==> src/rtl/matrix_loader_if.sv <==
// -----------------------------------------------------------------------------
// matrix_loader_if
// Byte-stream handshake between a stream source and the matrix loader.
//   in_valid : source has a byte on in_data this cycle
//   in_data  : stream byte, DATA_W bits
//   in_ready : loader can take a byte this cycle
//   restart  : single-cycle request to begin a new frame
// Modports: master = stream source, slave = loader.
// -----------------------------------------------------------------------------
interface matrix_loader_if #(
    parameter int DATA_W = 8
);
    logic              in_valid;
    logic [DATA_W-1:0] in_data;
    logic              in_ready;
    logic              restart;

    modport master (
        output in_valid,
        output in_data,
        output restart,
        input  in_ready
    );

    modport slave (
        input  in_valid,
        input  in_data,
        input  restart,
        output in_ready
    );
endinterface

==> src/rtl/matrix_loader.sv <==
// -----------------------------------------------------------------------------
// matrix_loader
// Assembles a 4x4 A matrix and a 3x3 B kernel from a byte stream, presents
// all 25 elements as parallel outputs, pulses run for RUN_CYCLES cycles once
// the frame is complete and then holds the frame until restarted.
// Ports:
//   clk        : system clock, rising edge
//   reset      : asynchronous active-low reset
//   bus        : stream handshake (in_valid/in_data/in_ready/restart), slave
//   a11..a44   : A matrix elements, row-major (stream bytes 0..15)
//   b11..b33   : B kernel elements, row-major (stream bytes 16..24)
//   run        : run request to the compute top level
//   busy       : high while running or holding a completed frame
//   frame_cnt  : bytes accepted in the current frame, 0..25
// -----------------------------------------------------------------------------
module matrix_loader #(
    parameter int DATA_W     = 8,
    parameter int RUN_CYCLES = 1
) (
    input  logic              clk,
    input  logic              reset,
    matrix_loader_if.slave    bus,
    output logic [DATA_W-1:0] a11, a12, a13, a14,
    output logic [DATA_W-1:0] a21, a22, a23, a24,
    output logic [DATA_W-1:0] a31, a32, a33, a34,
    output logic [DATA_W-1:0] a41, a42, a43, a44,
    output logic [DATA_W-1:0] b11, b12, b13,
    output logic [DATA_W-1:0] b21, b22, b23,
    output logic [DATA_W-1:0] b31, b32, b33,
    output logic              run,
    output logic              busy,
    output logic [4:0]        frame_cnt
);

    typedef enum logic [1:0] {
        S_LOAD = 2'd0,
        S_RUN  = 2'd1,
        S_HOLD = 2'd2
    } state_t;

    localparam int          N_ELEM   = 25;
    localparam logic [4:0]  LAST_IDX = 5'd24;
    localparam logic [3:0]  RUN_LEN  = 4'(RUN_CYCLES);

    state_t            state_r;
    state_t            next_state_s;
    logic [4:0]        frame_cnt_r;
    logic [3:0]        run_cnt_r;
    logic              run_r;
    logic              busy_r;
    logic              in_ready_s;
    logic              accept_s;
    logic              last_accept_s;
    logic              run_done_s;
    logic [DATA_W-1:0] elem_r [N_ELEM];

    assign accept_s      = bus.in_valid && in_ready_s;
    assign last_accept_s = accept_s && (frame_cnt_r == LAST_IDX);
    assign run_done_s    = (run_cnt_r == RUN_LEN);

    // State register.
    always_ff @(posedge clk or negedge reset) begin
        if (!reset) begin
            state_r <= S_LOAD;
        end else begin
            state_r <= next_state_s;
        end
    end

    // Next-state logic; restart is only honoured while loading or holding.
    always_comb begin
        next_state_s = state_r;
        case (state_r)
            S_LOAD: begin
                if (last_accept_s) begin
                    next_state_s = S_RUN;
                end else begin
                    next_state_s = S_LOAD;
                end
            end
            S_RUN: begin
                if (run_done_s) begin
                    next_state_s = S_HOLD;
                end else begin
                    next_state_s = S_RUN;
                end
            end
            S_HOLD: begin
                if (bus.restart) begin
                    next_state_s = S_LOAD;
                end else begin
                    next_state_s = S_HOLD;
                end
            end
            default: begin
                next_state_s = S_LOAD;
            end
        endcase
    end

    // Handshake output; a restart cycle never accepts a byte, and the
    // reset term keeps in_ready low for the whole time reset is asserted.
    always_comb begin
        in_ready_s = 1'b0;
        if (!reset) begin
            in_ready_s = 1'b0;
        end else if ((state_r == S_LOAD) && !bus.restart) begin
            in_ready_s = 1'b1;
        end else begin
            in_ready_s = 1'b0;
        end
    end

    assign bus.in_ready = in_ready_s;

    // Frame byte counter: cleared by restart, stepped only on accepted bytes.
    always_ff @(posedge clk or negedge reset) begin
        if (!reset) begin
            frame_cnt_r <= 5'd0;
        end else if (bus.restart && (state_r != S_RUN)) begin
            frame_cnt_r <= 5'd0;
        end else if (accept_s) begin
            frame_cnt_r <= frame_cnt_r + 5'd1;
        end else begin
            frame_cnt_r <= frame_cnt_r;
        end
    end

    // Run-length counter: loads 1 on the frame-completing accept, then
    // counts run cycles and saturates at RUN_LEN.
    always_ff @(posedge clk or negedge reset) begin
        if (!reset) begin
            run_cnt_r <= 4'd0;
        end else if (last_accept_s) begin
            run_cnt_r <= 4'd1;
        end else if ((state_r == S_RUN) && !run_done_s) begin
            run_cnt_r <= run_cnt_r + 4'd1;
        end else begin
            run_cnt_r <= run_cnt_r;
        end
    end

    // Registered run/busy, derived from the state being entered.
    always_ff @(posedge clk or negedge reset) begin
        if (!reset) begin
            run_r  <= 1'b0;
            busy_r <= 1'b0;
        end else begin
            run_r  <= (next_state_s == S_RUN);
            busy_r <= (next_state_s == S_RUN) || (next_state_s == S_HOLD);
        end
    end

    // Element store: accepted byte k lands in element k; others are retained.
    always_ff @(posedge clk or negedge reset) begin
        if (!reset) begin
            for (int i = 0; i < N_ELEM; i++) begin
                elem_r[i] <= '0;
            end
        end else if (accept_s) begin
            elem_r[frame_cnt_r] <= bus.in_data;
        end else begin
            for (int i = 0; i < N_ELEM; i++) begin
                elem_r[i] <= elem_r[i];
            end
        end
    end

    assign a11 = elem_r[0];
    assign a12 = elem_r[1];
    assign a13 = elem_r[2];
    assign a14 = elem_r[3];
    assign a21 = elem_r[4];
    assign a22 = elem_r[5];
    assign a23 = elem_r[6];
    assign a24 = elem_r[7];
    assign a31 = elem_r[8];
    assign a32 = elem_r[9];
    assign a33 = elem_r[10];
    assign a34 = elem_r[11];
    assign a41 = elem_r[12];
    assign a42 = elem_r[13];
    assign a43 = elem_r[14];
    assign a44 = elem_r[15];
    assign b11 = elem_r[16];
    assign b12 = elem_r[17];
    assign b13 = elem_r[18];
    assign b21 = elem_r[19];
    assign b22 = elem_r[20];
    assign b23 = elem_r[21];
    assign b31 = elem_r[22];
    assign b32 = elem_r[23];
    assign b33 = elem_r[24];

    assign run       = run_r;
    assign busy      = busy_r;
    assign frame_cnt = frame_cnt_r;

endmodule

==> src/flat_wrapper.sv <==
// flat-port wrapper written by rule: the top's interface ports become plain ports
module matrix_loader_flat 
#(
    parameter int DATA_W     = 8,
    parameter int RUN_CYCLES = 1
)
  (clk, reset, a11, a12, a13, a14, a21, a22, a23, a24, a31, a32, a33, a34, a41, a42, a43, a44, b11, b12, b13, b21, b22, b23, b31, b32, b33, run, busy, frame_cnt, bus_in_valid, bus_in_data, bus_restart, bus_in_ready);
  matrix_loader_if #(.DATA_W(DATA_W)) bus_i ();
  input  logic clk;
  input  logic reset;
  output logic [DATA_W-1:0] a11;
  output logic [DATA_W-1:0] a12;
  output logic [DATA_W-1:0] a13;
  output logic [DATA_W-1:0] a14;
  output logic [DATA_W-1:0] a21;
  output logic [DATA_W-1:0] a22;
  output logic [DATA_W-1:0] a23;
  output logic [DATA_W-1:0] a24;
  output logic [DATA_W-1:0] a31;
  output logic [DATA_W-1:0] a32;
  output logic [DATA_W-1:0] a33;
  output logic [DATA_W-1:0] a34;
  output logic [DATA_W-1:0] a41;
  output logic [DATA_W-1:0] a42;
  output logic [DATA_W-1:0] a43;
  output logic [DATA_W-1:0] a44;
  output logic [DATA_W-1:0] b11;
  output logic [DATA_W-1:0] b12;
  output logic [DATA_W-1:0] b13;
  output logic [DATA_W-1:0] b21;
  output logic [DATA_W-1:0] b22;
  output logic [DATA_W-1:0] b23;
  output logic [DATA_W-1:0] b31;
  output logic [DATA_W-1:0] b32;
  output logic [DATA_W-1:0] b33;
  output logic run;
  output logic busy;
  output logic [4:0] frame_cnt;
  input wire logic [$bits(bus_i.in_valid)-1:0] bus_in_valid;
  input wire logic [$bits(bus_i.in_data)-1:0] bus_in_data;
  input wire logic [$bits(bus_i.restart)-1:0] bus_restart;
  output wire logic [$bits(bus_i.in_ready)-1:0] bus_in_ready;
  assign bus_i.in_valid = bus_in_valid;
  assign bus_i.in_data = bus_in_data;
  assign bus_i.restart = bus_restart;
  assign bus_in_ready = bus_i.in_ready;
  matrix_loader #(.DATA_W(DATA_W), .RUN_CYCLES(RUN_CYCLES)) u_core (.clk(clk), .reset(reset), .bus(bus_i), .a11(a11), .a12(a12), .a13(a13), .a14(a14), .a21(a21), .a22(a22), .a23(a23), .a24(a24), .a31(a31), .a32(a32), .a33(a33), .a34(a34), .a41(a41), .a42(a42), .a43(a43), .a44(a44), .b11(b11), .b12(b12), .b13(b13), .b21(b21), .b22(b22), .b23(b23), .b31(b31), .b32(b32), .b33(b33), .run(run), .busy(busy), .frame_cnt(frame_cnt));
endmodule
==> config.mk <==
export PLATFORM = sky130hd
export DESIGN_NAME = matrix_loader_flat
export DESIGN_NICKNAME = d
export VERILOG_FILES = /design/src/rtl/matrix_loader_if.sv /design/src/rtl/matrix_loader.sv /design/src/flat_wrapper.sv
export SDC_FILE = /design/constraint.sdc
export NUM_CORES = 1
export LEC_CHECK = 0
export CORE_AREA = 2 2 130 132
export CTS_CLUSTER_SIZE = 24
export DETAILED_ROUTE_END_ITERATION = 10
export DIE_AREA = 0 0 132 134
export GPL_TIMING_DRIVEN = 0
export PLACE_DENSITY = 0.85
export SKIP_CTS_REPAIR_TIMING = 1
export SYNTH_ARGS = -nofsm -noshare
export SYNTH_HDL_FRONTEND = slang
export SYNTH_SLANG_ARGS = --single-unit
==> constraint.sdc <==
create_clock -name clk -period 4.9 [get_ports clk]
set_input_delay 1.47 -clock clk [delete_from_list [all_inputs] [get_ports clk]]
set_output_delay 1.47 -clock clk [all_outputs]
set_load 0.01 [all_outputs]
## Word level (Yosys, flattened, before mapping)

Index checks and enable logic that the tools add are counted.

| cells by class | value |
|---|---|
| $add $sub $neg | 2 |
| equality and inequality tests | 7 |
| muxes and demuxes | 13 |
| bitwise operators | 1 |
| order comparisons | 2 |
| reductions and logical operators | 12 |

Operators with widths:

| cell | number |
|---|---|
| $bwmux 200 | 1 |
| $demux 8 s5 | 1 |
| $mux 5 | 2 |
| $mux 4 | 2 |
| $mux 8 | 1 |
| $ge 6x6->1 const B | 1 |
| $logic_and 1x1->1 | 6 |
| $lt 6x1->1 const B | 1 |
| $not 5->6 | 1 |
| $pmux 2 s3 | 1 |
| $add 5x1->5 const B | 1 |
| $eq 5x5->1 const B | 1 |
| $add 4x1->4 const B | 1 |
| $eq 2x1->1 const B | 2 |
| $eq 2x2->1 const B | 2 |
| $eq 4x1->1 const B | 1 |
| $mux 2 | 2 |
| $reduce_bool 2->1 | 2 |
| $mux 1 | 3 |
| $logic_not 1->1 | 2 |
| $logic_not 2->1 | 1 |
| $ne 2x1->1 const B | 1 |
| $logic_or 1x1->1 | 1 |

| storage, ports and cells | value |
|---|---|
| word-level logic and storage cells | 67 |
| bits of input ports | 12 |
| register bits after elaboration | 213 |

## Longest topological paths before layout

Gate-level depths: netlist (run 1).

| logic depth | value |
|---|---|
| depth in word-level cells | 10 |
| gate-level depth with buffers | 8 |
| mapped depth without buffers | 7 |

## Worst setup path after synthesis (run 1)

Ideal clock, no wire load.

| timing path | value |
|---|---|
| path type | input to output |
| start | input port bus_restart |
| end | output port bus_in_ready |
| cell stages on the path | 4 |
| arrival | 2.444 ns |
| path slack | 0.986 ns |
| cells stage by stage | or4b_1 -> buf_2 -> buf_2 -> inv_1 |

| on the way | value |
|---|---|
| cells in the longest elaborated chain, start to end | 4 |

RTL lines:

| item | RTL line | text |
|---|---|---|
| start: declaration | flat_wrapper.sv:41 | `input wire logic [$bits(bus_i.restart)-1:0] bus_restart;` |
| $logic_not 1->1 | matrix_loader.sv:107 | `end else if ((state_r == S_LOAD) && !bus.restart) begin` |
| $logic_and 1x1->1 | matrix_loader.sv:107 |  |
| $mux 1 | matrix_loader.sv:107 |  |
| $mux 1 | matrix_loader.sv:105 | `if (!reset) begin` |
| end: declaration | flat_wrapper.sv:42 | `output wire logic [$bits(bus_i.in_ready)-1:0] bus_in_ready;` |

No other way between the ends.

## Final worst setup path (run 1)

Same ends and word-level chain as after synthesis.

==> impl_results.md, run 1 <==
- Vias per inst: 5.37
- Register area share after synthesis: 0.626
- Class of the worst hold path: flip-flop to flip-flop
- Maximum vdd drop: 0.000228 V
- Post-route minimum period: around 4.7 ns
- Final Cycle Share: 0.955
- Worst EP required: 3.43 ns
- Reg area: 5330 sq um
- Vias in the first global route: 5,995
- Via Count: 5,428
- Area after DPL: 11,000 sq um
- Wire per inst: 21.8 microns
- Fill cells: 1,078
- CTS max path bufs: 3
- Gr usage total: 0.250
- Clk slew on worst S/H paths: 0.06 ns
- Final Cell Area: 11,800 sq um
- Die width: 132 microns
- GRT overflow: 0
- Slew Viols, Final: 0
- First-pass GRT wire length: between 30,000 and 40,000 microns
- Worst-Skew Late Latency: 0.50 ns
- CP dominant cell by count: buf_2
- Final Skew: 0.00825 ns
- Core box area: 16,300 sq um
- # setup viols final: 0
- Leakage power: 0.00560 uW
- DRT Wirelength: 22,100 microns
- Tightest hold margin: between 0.5 and 0.6 ns
- Starting Density: 0.523
- Run status: finished, final reports clean
- Layout area overhead: 38.5%
- Startpoint Class: input pin
- Net count after synthesis: 552
- Initial antenna violation count: 0
- Worst Max-Slew Pin Slew: 0.729 ns
- Slew headroom: 0.513
- Antenna viol nets, final: 0
- Number of synthesized register bits: 213
- Syn_area_per_cell: 16.0 sq um
- Largest net degree at the start of global routing: 109
- Fmax: 0.214 GHz
- Number of buffers created by CTS: 22
- Nets@finish: around 800
- Final HPWL DP: approximately 15,000 microns
- Cell variety after synth: 28
- Number of max-cap violations: 0
- DIE AREA: ~18,000 sq um
- Type of element capturing the critical path: output pin
- Delay of the slowest cell on the worst path: 0.57 ns
- RSZ-0062 raised after global routing: no
- First-pass DRT Iterations: 4
- Final hold violation count: 0
- Synth warn: 0
- I/O pin count: 220
- Critical Path Fanout Max: 10
- PD cells: 317 nW/um^2
- Hold depth: 1
- Antenna Cells: 0
- Worst path slowest cell: or4b_1
- Drt initial violations: 349
- CP arrival: 3.21 ns
- Setup tns final: 0 ns
- PortBufs: 218
- CTS HTree Levels: 1
- Fraction of layout cells with a size suffix above 1: 0.344
- Die height: approximately 130 microns
- Placer congestion estimate: 0.793
- Critical-path cell list: clkdlybuf4s50_1 -> or4b_1 -> buf_2 -> buf_2 -> inv_1 -> dlymetal6s2s_1
- Area of the multi-input gates: 3020 sq um
- TritonCTS sink count: 213
- Post-route DRC: 0
- Row count: 47
- CTS tree: done
- Post-synthesis instance total: 533
- Synth Cell Area: 8520 sq um
- R2R depth: 8
- CP Class: input pin to output pin
- Root Driver: clkbuf_16
- Final core occ: 0.724
- Power, Total: ~3700 uW
## synth_stat cells
cell type / count / area (sq um)
nand2_1: 5 / 18.8
or3b_2: 4 / 35.0
o21bai_1: 1 / 7.51
nand3b_1: 3 / 22.5
nor3_1: 1 / 5.00
ha_1: 7 / 87.6
nor3b_1: 1 / 7.51
dfrtp_1: 213 / 5330
nand3_1: 4 / 20.0
mux2_2: 199 / 2240
o31ai_1: 2 / 15.0
a21oi_1: 8 / 40.0
or4_1: 3 / 22.5
a22oi_1: 1 / 7.51
buf_6: 2 / 22.5
nor2_1: 1 / 3.75
mux2_1: 1 / 11.3
clkbuf_1: 23 / 86.3
or4b_1: 1 / 10.0
inv_1: 8 / 30.0
o21ai_0: 7 / 35.0
nor2b_1: 2 / 12.5
nor3_2: 4 / 40.0
or3_1: 4 / 25.0
buf_2: 5 / 25.0
nor3_4: 21 / 342
and2_1: 1 / 6.26
nand2b_1: 1 / 6.26
## per-layer routing
metal / vias up / track usage / wire [microns] / part of all wire
li1: 2379 / - / - / -
met1: 2828 / 0.315 / 8940 / 0.40
met2: 172 / 0.437 / 11300 / 0.51
met3: 49 / 0.0480 / 1080 / 0.049
met4: 0 / 0.0864 / 717 / 0.032
met5: - / 0 / 0 / 0
## through the flow
step | worst slack, ns | instances
after global placement | -6.84 | 971
after global routing | 0.121 | 1011
final | 0.220 | 1011
after CTS | -0.364 | 1010
after floorplan | 0.986 | 533
after detailed placement | -0.349 | 972
## power breakdown
part	switching, uW	leakage [uW]	internal, uW	total (uW)
clock network	660	0.000371	1050	1710
logic	128	0.00228	94.5	223
registers	19.0	0.00295	1790	1810
## path summary, 6_finish.rpt
path	startpoint	end	slack [ns]
setup / recovery	bus_restart	bus_in_ready	0.22
hold / removal	u_core.a44[0]$_DFFE_PN0P_	u_core.a44[0]$_DFFE_PN0P_	0.50
setup reg to reg	u_core.frame_cnt[0]$_DFFE_PN0P_	u_core.busy$_DFF_PN0_	2.53
hold reg to reg	u_core.a44[0]$_DFFE_PN0P_	u_core.a44[0]$_DFFE_PN0P_	0.50
max in group asynchronous	reset	u_core.frame_cnt[0]$_DFFE_PN0P_	3.26
min in group asynchronous	reset	u_core.b33[0]$_DFFE_PN0P_	0.84
## cell families (layout without fill, tap and decap cells)
kind of cell / Yosys count / after routing / synth area share
multiplexers: 200 / 200 / 0.264
AND/OR/NAND/NOR: 56 / 56 / 0.0677
AO/OA/AOI/OAI: 19 / 19 / 0.0123
buffers and inverters: 38 / 296 / 0.0192
adder cells (fa/ha/maj): 7 / 7 / 0.0103
flip-flops: 213 / 213 / 0.626
## area by class of cell
| class | instances | area share |
|---|---|---|
| Clock inverter | 5 | 0.00637 |
| Buffer | 30 | 0.0114 |
| Tap cell | 220 | 0.0233 |
| Multi-Input combinational cell | 282 | 0.256 |
| Clock buffer | 33 | 0.0571 |
| Timing Repair Buffer | 220 | 0.191 |
| Inverter | 8 | 0.00255 |
| Sequential cell | 213 | 0.452 |
## worst max-delay path: cells and delay by family
family | cells | cell delay (ns)
AND/OR/NAND/NOR | 1 | 0.57
buffers and inverters | 5 | 1.18
## cells in the final DEF (no fill, tap or decap), types with 3 or more instances in the layout
| master | count |
|---|---|
| inv_1 | 8 |
| nand3b_1 | 3 |
| or3b_2 | 4 |
| dfrtp_1 | 213 |
| nor3_4 | 21 |
| o21ai_0 | 7 |
| nand2_1 | 5 |
| or4_1 | 3 |
| ha_1 | 7 |
| a21oi_1 | 8 |
| or3_1 | 4 |
| clkbuf_8 | 6 |
| clkbuf_16 | 24 |
| buf_2 | 5 |
| nand3_1 | 4 |
| mux2_2 | 199 |
| clkbuf_1 | 27 |
| nor3_2 | 4 |
| clkdlybuf4s50_1 | 216 |
| clkinv_2 | 3 |
(Power assumes the default switching activity.)
==> run 2: changes to the inputs <==
SETUP_SLACK_MARGIN = 0.02   (was unset)
==> results of run 2 <==
Same layout as run 1: the final DEF is identical, and so are final timing and power.
